===== config.mk =====
export PLATFORM = sky130hd
export DESIGN_NAME = channel_sched
export DESIGN_NICKNAME = d
export VERILOG_FILES = /design/src/rtl/audio_pkg.sv /design/src/rtl/channel_sched.sv
export SDC_FILE = /design/constraint.sdc
export NUM_CORES = 1
export LEC_CHECK = 0
export ABC_AREA = 1
export CORE_UTILIZATION = 35
export CTS_BUF_LIST = sky130_fd_sc_hd__clkbuf_2
export DETAILED_ROUTE_END_ITERATION = 10
export PLACE_DENSITY_LB_ADDON = 0.25
export SLEW_MARGIN = 30
export SYNTH_ARGS = -nofsm -noshare
export SYNTH_HDL_FRONTEND = slang
export SYNTH_SLANG_ARGS = --single-unit

===== constraint.sdc =====
create_clock -name clk_i -period 1.93 [get_ports clk_i]
set_input_delay 0.193 -clock clk_i [delete_from_list [all_inputs] [get_ports clk_i]]
set_output_delay 0.193 -clock clk_i [all_outputs]
set_load 0.005 [all_outputs]

===== src/rtl/audio_pkg.sv =====
// Shared audio-path definitions: sample width, mode encodings and scheduler state encoding.
package audio_pkg;

  localparam int unsigned DATA_WIDTH = 16;

  localparam logic [1:0] FILTER_SEL = 2'b01;
  localparam logic [1:0] BYPASS_SEL = 2'b10;

  typedef enum logic [2:0] {
    StIdle  = 3'd0,
    StRunL  = 3'd1,
    StWaitL = 3'd2,
    StRunR  = 3'd3,
    StWaitR = 3'd4,
    StEmit  = 3'd5
  } state_e;

endpackage


===== src/rtl/channel_sched.sv =====
// Stereo channel scheduler: shares one external FIR core between left and right ADC samples
// and drives registered DAC outputs in filter, bypass or mute mode.
module channel_sched
  import audio_pkg::*;
#(
  parameter int unsigned DATA_WIDTH = audio_pkg::DATA_WIDTH,
  parameter int unsigned TIMEOUT    = 64
) (
  input  logic                  clk_i,
  input  logic                  rst_ni,
  input  logic                  sample_valid_i,
  input  logic [DATA_WIDTH-1:0] adc_left_i,
  input  logic [DATA_WIDTH-1:0] adc_right_i,
  input  logic [1:0]            sel_i,
  output logic                  fir_start_o,
  output logic [DATA_WIDTH-1:0] fir_data_o,
  input  logic                  fir_done_i,
  input  logic [DATA_WIDTH-1:0] fir_result_i,
  output logic [DATA_WIDTH-1:0] dac_left_o,
  output logic [DATA_WIDTH-1:0] dac_right_o,
  output logic                  dac_valid_o,
  output logic                  busy_o,
  output logic                  overrun_o,
  output logic                  timeout_o
);

  localparam int unsigned CntW = (TIMEOUT > 1) ? $clog2(TIMEOUT) : 1;
  localparam logic [CntW-1:0] CntLast = CntW'(TIMEOUT - 1);

  state_e                state_q;
  logic [DATA_WIDTH-1:0] left_q, right_q, res_l_q, res_r_q;
  logic [1:0]            mode_q;
  logic [CntW-1:0]       cnt_q;
  logic                  fir_start_q, dac_valid_q, overrun_q, timeout_q;
  logic [DATA_WIDTH-1:0] fir_data_q, dac_l_q, dac_r_q;
  logic                  wait_over;

  always_comb begin
    wait_over = fir_done_i || (cnt_q == CntLast);
  end

  always_ff @(posedge clk_i or negedge rst_ni) begin
    if (!rst_ni) begin
      state_q     <= StIdle;
      left_q      <= '0;
      right_q     <= '0;
      res_l_q     <= '0;
      res_r_q     <= '0;
      mode_q      <= '0;
      cnt_q       <= '0;
      fir_start_q <= 1'b0;
      fir_data_q  <= '0;
      dac_l_q     <= '0;
      dac_r_q     <= '0;
      dac_valid_q <= 1'b0;
      overrun_q   <= 1'b0;
      timeout_q   <= 1'b0;
    end else begin
      dac_valid_q <= 1'b0;
      // Any strobe outside IDLE (EMIT included) is dropped and flagged.
      if (sample_valid_i && (state_q != StIdle)) begin
        overrun_q <= 1'b1;
      end
      unique case (state_q)
        StIdle: begin
          if (sample_valid_i) begin
            left_q  <= adc_left_i;
            right_q <= adc_right_i;
            mode_q  <= sel_i;
            if (sel_i == FILTER_SEL) begin
              fir_start_q <= 1'b1;
              fir_data_q  <= adc_left_i;
              state_q     <= StRunL;
            end else begin
              state_q <= StEmit;
            end
          end
        end
        StRunL: begin
          fir_start_q <= 1'b0;
          cnt_q       <= '0;
          state_q     <= StWaitL;
        end
        StWaitL: begin
          if (wait_over) begin
            // A done coinciding with the last count still wins over the timeout.
            res_l_q     <= fir_done_i ? fir_result_i : left_q;
            timeout_q   <= timeout_q | ~fir_done_i;
            fir_start_q <= 1'b1;
            fir_data_q  <= right_q;
            state_q     <= StRunR;
          end else begin
            cnt_q <= cnt_q + CntW'(1);
          end
        end
        StRunR: begin
          fir_start_q <= 1'b0;
          cnt_q       <= '0;
          state_q     <= StWaitR;
        end
        StWaitR: begin
          if (wait_over) begin
            res_r_q   <= fir_done_i ? fir_result_i : right_q;
            timeout_q <= timeout_q | ~fir_done_i;
            state_q   <= StEmit;
          end else begin
            cnt_q <= cnt_q + CntW'(1);
          end
        end
        StEmit: begin
          if (mode_q == FILTER_SEL) begin
            dac_l_q <= res_l_q;
            dac_r_q <= res_r_q;
          end else if (mode_q == BYPASS_SEL) begin
            dac_l_q <= left_q;
            dac_r_q <= right_q;
          end else begin
            dac_l_q <= '0;
            dac_r_q <= '0;
          end
          dac_valid_q <= 1'b1;
          state_q     <= StIdle;
        end
        default: state_q <= StIdle;
      endcase
    end
  end

  always_comb begin
    fir_start_o = fir_start_q;
    fir_data_o  = fir_data_q;
    dac_left_o  = dac_l_q;
    dac_right_o = dac_r_q;
    dac_valid_o = dac_valid_q;
    busy_o      = (state_q != StIdle);
    overrun_o   = overrun_q;
    timeout_o   = timeout_q;
  end

endmodule

==> results by group <==
CTS
  – CTS Root Cell: clkbuf_2
  – Sink Count: 127
  – Skew-Pair Late Insertion Delay: 0.70 ns
  – Clock transition at path regs: 0.16 ns
  – Max Buffers Root-to-Sink: 2
  – CTS tree: built
  – Cts bufs inserted: 17
  – H-tree levels: 4

Synth
  – Post-Syn Area: 0.00588 mm^2
  – Compound-gate portion of the synthesized area: 15.3%
  – Yosys warns: 0
  – Most instantiated cells after synthesis: nand2_1, dfrtp_1, nand3_1, a21oi_1, inv_1
  – Synth Area in Simple Gates: 23.5%
  – Count leader, synth: nand2_1
  – Async S/R FF share, synth: 100%
  – Xor/xnor cell area share of the yosys netlist: 0.447%
  – Post-synth top area cell: dfrtp_1
  – Post-synth EDFFs: 0
  – Register area share after synthesis: 54.1%
  – Synth Net Count: 737
  – Top-area cell type share of the netlist area: 54.1%
  – Adder-cell share of the synthesized area: 0.213%
  – Main synth FF type: dfrtp_1
  – Yosys reg bits: 127
  – Mapped Cells: 682
  – Mapped Avg Cell Area: 8.62 um^2
  – Synth top area cells: dfrtp_1, nand2_1, nand3_1, a2bb2oi_1, a21oi_1
  – Unique masters post-synth: 28
  – Largest family of logic cells by synthesized area: simple AND/OR/NAND/NOR gates
  – Mux cell area share after synthesis: 0%

Floorplan
  – Row count: 47
  – Die area: 0.0173 mm^2
  – Core area: 0.0165 mm^2
  – Chip height: 132 um
  – Die X: 132 um
  – Initial Utilization: 35.7%
  – I/O Pins: 107

Power
  – Pwr/cell area: 1500 mW/mm^2
  – Leakage: 3.58 nW
  – Design Power: 11.3 mW
  – Max VDD drop: 0.512 mV

Timing
  – Slew Limit Fails: 0
  – Setup TNS: 0 ns
  – Setup ws final: 0.0669 ns
  – Relative slew slack: 67.7%
  – Hold WS: 0.0669 ns
  – Min cycle time layout: 1.86 ns
  – Final hold vios: 0
  – Highest Clock Rate: 537 MHz
  – Slew @ Worst Pin: 0.484 ns
  – Period Utilization, post-route: 96.5%
  – Final setup viols: 0
  – Clock Skews: 0.0227 ns

Global route
  – First-pass GRT wire length: 28,700 um
  – All-Layer GR Usage: 21.6%
  – Total gr overflow: 0
  – Pin count of the biggest net entering global routing: 53
  – Vias in the first global route: 5,224
  – Initial antenna violation count: 0

Placed design
  – Number of port buffers: 106
  – Placer Congestion: 0.853
  – DP Cell Count: 980
  – HPWL reported at the end of detailed placement: 12,600 um
  – Placement Setup Slack: 0.169 ns

Min path
  – Worst hold path class: in -> reg

Critical path
  – Crit path cell chain: clkdlybuf4s50_1
  – CP arrival: 1.67 ns
  – R2R Setup Slk: 0.18 ns
  – Worst path slowest cell: clkdlybuf4s50_1
  – Crit-path max cell delay: 0.54 ns
  – Crit Path Class: reg -> out
  – Critical Path RT: 1.74 ns
  – Startpoint types: flop
  – Crit path max fanout: 2
  – Worst setup EP type: output pin
  – Critical path's top delay family: buffers and inverters
  – Buf/Inv on CP: 1

Layout
  – ANT cells: 0
  – Finished Layout Cells: 1,026
  – Register area: 0.00318 mm^2
  – Multi-input gate area: 0.00232 mm^2
  – P&R area growth vs syn: 27.8%
  – Layout cells sized above 1: 9.55%
  – # nets final: 851
  – FILL cells: 1,649

Route
  – Total number of vias: 5,364
  – Vias/cell: 5.23
  – WL per Instance: 17.6 um
  – Residual DRC: 0
  – Initial DRT Pass Iterations: 5
  – Post-route ant nets: 0
  – Final wirelength: 18,100 um
  – DR iter-0 viols: 446

Run status
  – Outcome: finished clean

Run
  – Number of max-cap violations: 0
==> cell type report <==
class	count	area share, %
sequential	127	42.3
multi-input combinational	464	30.9
timing repair buffer	146	18.8
tap	220	3.66
inverter	40	2.00
clock buffer	19	1.27
clock inverter	10	0.999
==> metrics by stage <==
step                util, %  area [um^2]
floorplan                 -         5880
global placement       43.6         7180
detailed placement     43.6         7180
CTS                    45.4         7470
global route           45.6         7510
finish                 45.6         7510
==> cell usage in the layout, fill, tap and decap left out, types with 2 or more instances in the layout <==
cell,instances
nand2_1,184
dfrtp_1,125
clkdlybuf4s50_1,103
nand3_1,87
a21oi_1,44
inv_1,37
o21ai_0,34
a31oi_1,32
a2bb2oi_1,32
buf_4,30
clkbuf_2,20
nor2_1,16
nand4_1,16
dlygate4sd3_1,8
nand2_2,5
clkinv_1,4
inv_2,3
clkinv_2,3
buf_12,3
nor2_4,2
nand3_2,2
xnor2_1,2
clkinvlp_4,2
dfrtp_2,2
==> kinds of logic (layout without fill, tap and decap cells) <==
family | after synthesis | in the layout
compound gates | 146 | 146
xor+xnor | 3 | 3
fa+ha+maj | 1 | 1
buf+inv | 91 | 215
flops | 127 | 127
simple gates | 314 | 314
==> flip-flops by register name (all words and copies together), names as in the netlist, 2 cells and up <==
| signal | cells |
|---|---|
| cnt_q | 6 |
| dac_left_o | 16 |
| dac_right_o | 16 |
| fir_data_o | 16 |
| left_q | 16 |
| mode_q | 2 |
| res_l_q | 16 |
| res_r_q | 16 |
| right_q | 16 |
| state_q | 3 |
==> metal layers <==
layer  part of all wire [%]  GRT usage [%]
met1                     44           29.1
met2                     48           34.0
met3                    5.9           4.32
met4                    2.5           9.04
met5                      0              0
==> path summary, 6_finish.rpt <==
kind | from | end | cells past startpoint
setup / recovery | dac_right_o[14] | dac_right_o[14] | 1
hold / removal | adc_right_i[10] | right_q[10] | 3
setup reg to reg | cnt_q[0] | res_r_q[3] | 9
hold reg to reg | fir_data_o[8] | fir_data_o[8] | 2
max in group asynchronous | rst_ni | state_q[2] | 4
min in group asynchronous | rst_ni | dac_left_o[6] | 4
==> power breakdown <==
group / switching, mW / internal [mW]
Clock: 0.937 / 0.428
Combinational: 2.57 / 2.41
Sequential: 1.07 / 3.88
Total: 4.57 / 6.71
==> timing repair <==
action / 4_1_cts / 5_1_grt
buffers inserted: 4 / 4
cloned: 0 / 0
setup endpoints to repair: 1 / 12
gates resized for setup: 5 / 3
pin swaps: 2 / 1
hold endpoints to repair: 132 / 1
hold buffers: 8 / 1
Power figures use the tool's default switching activity.
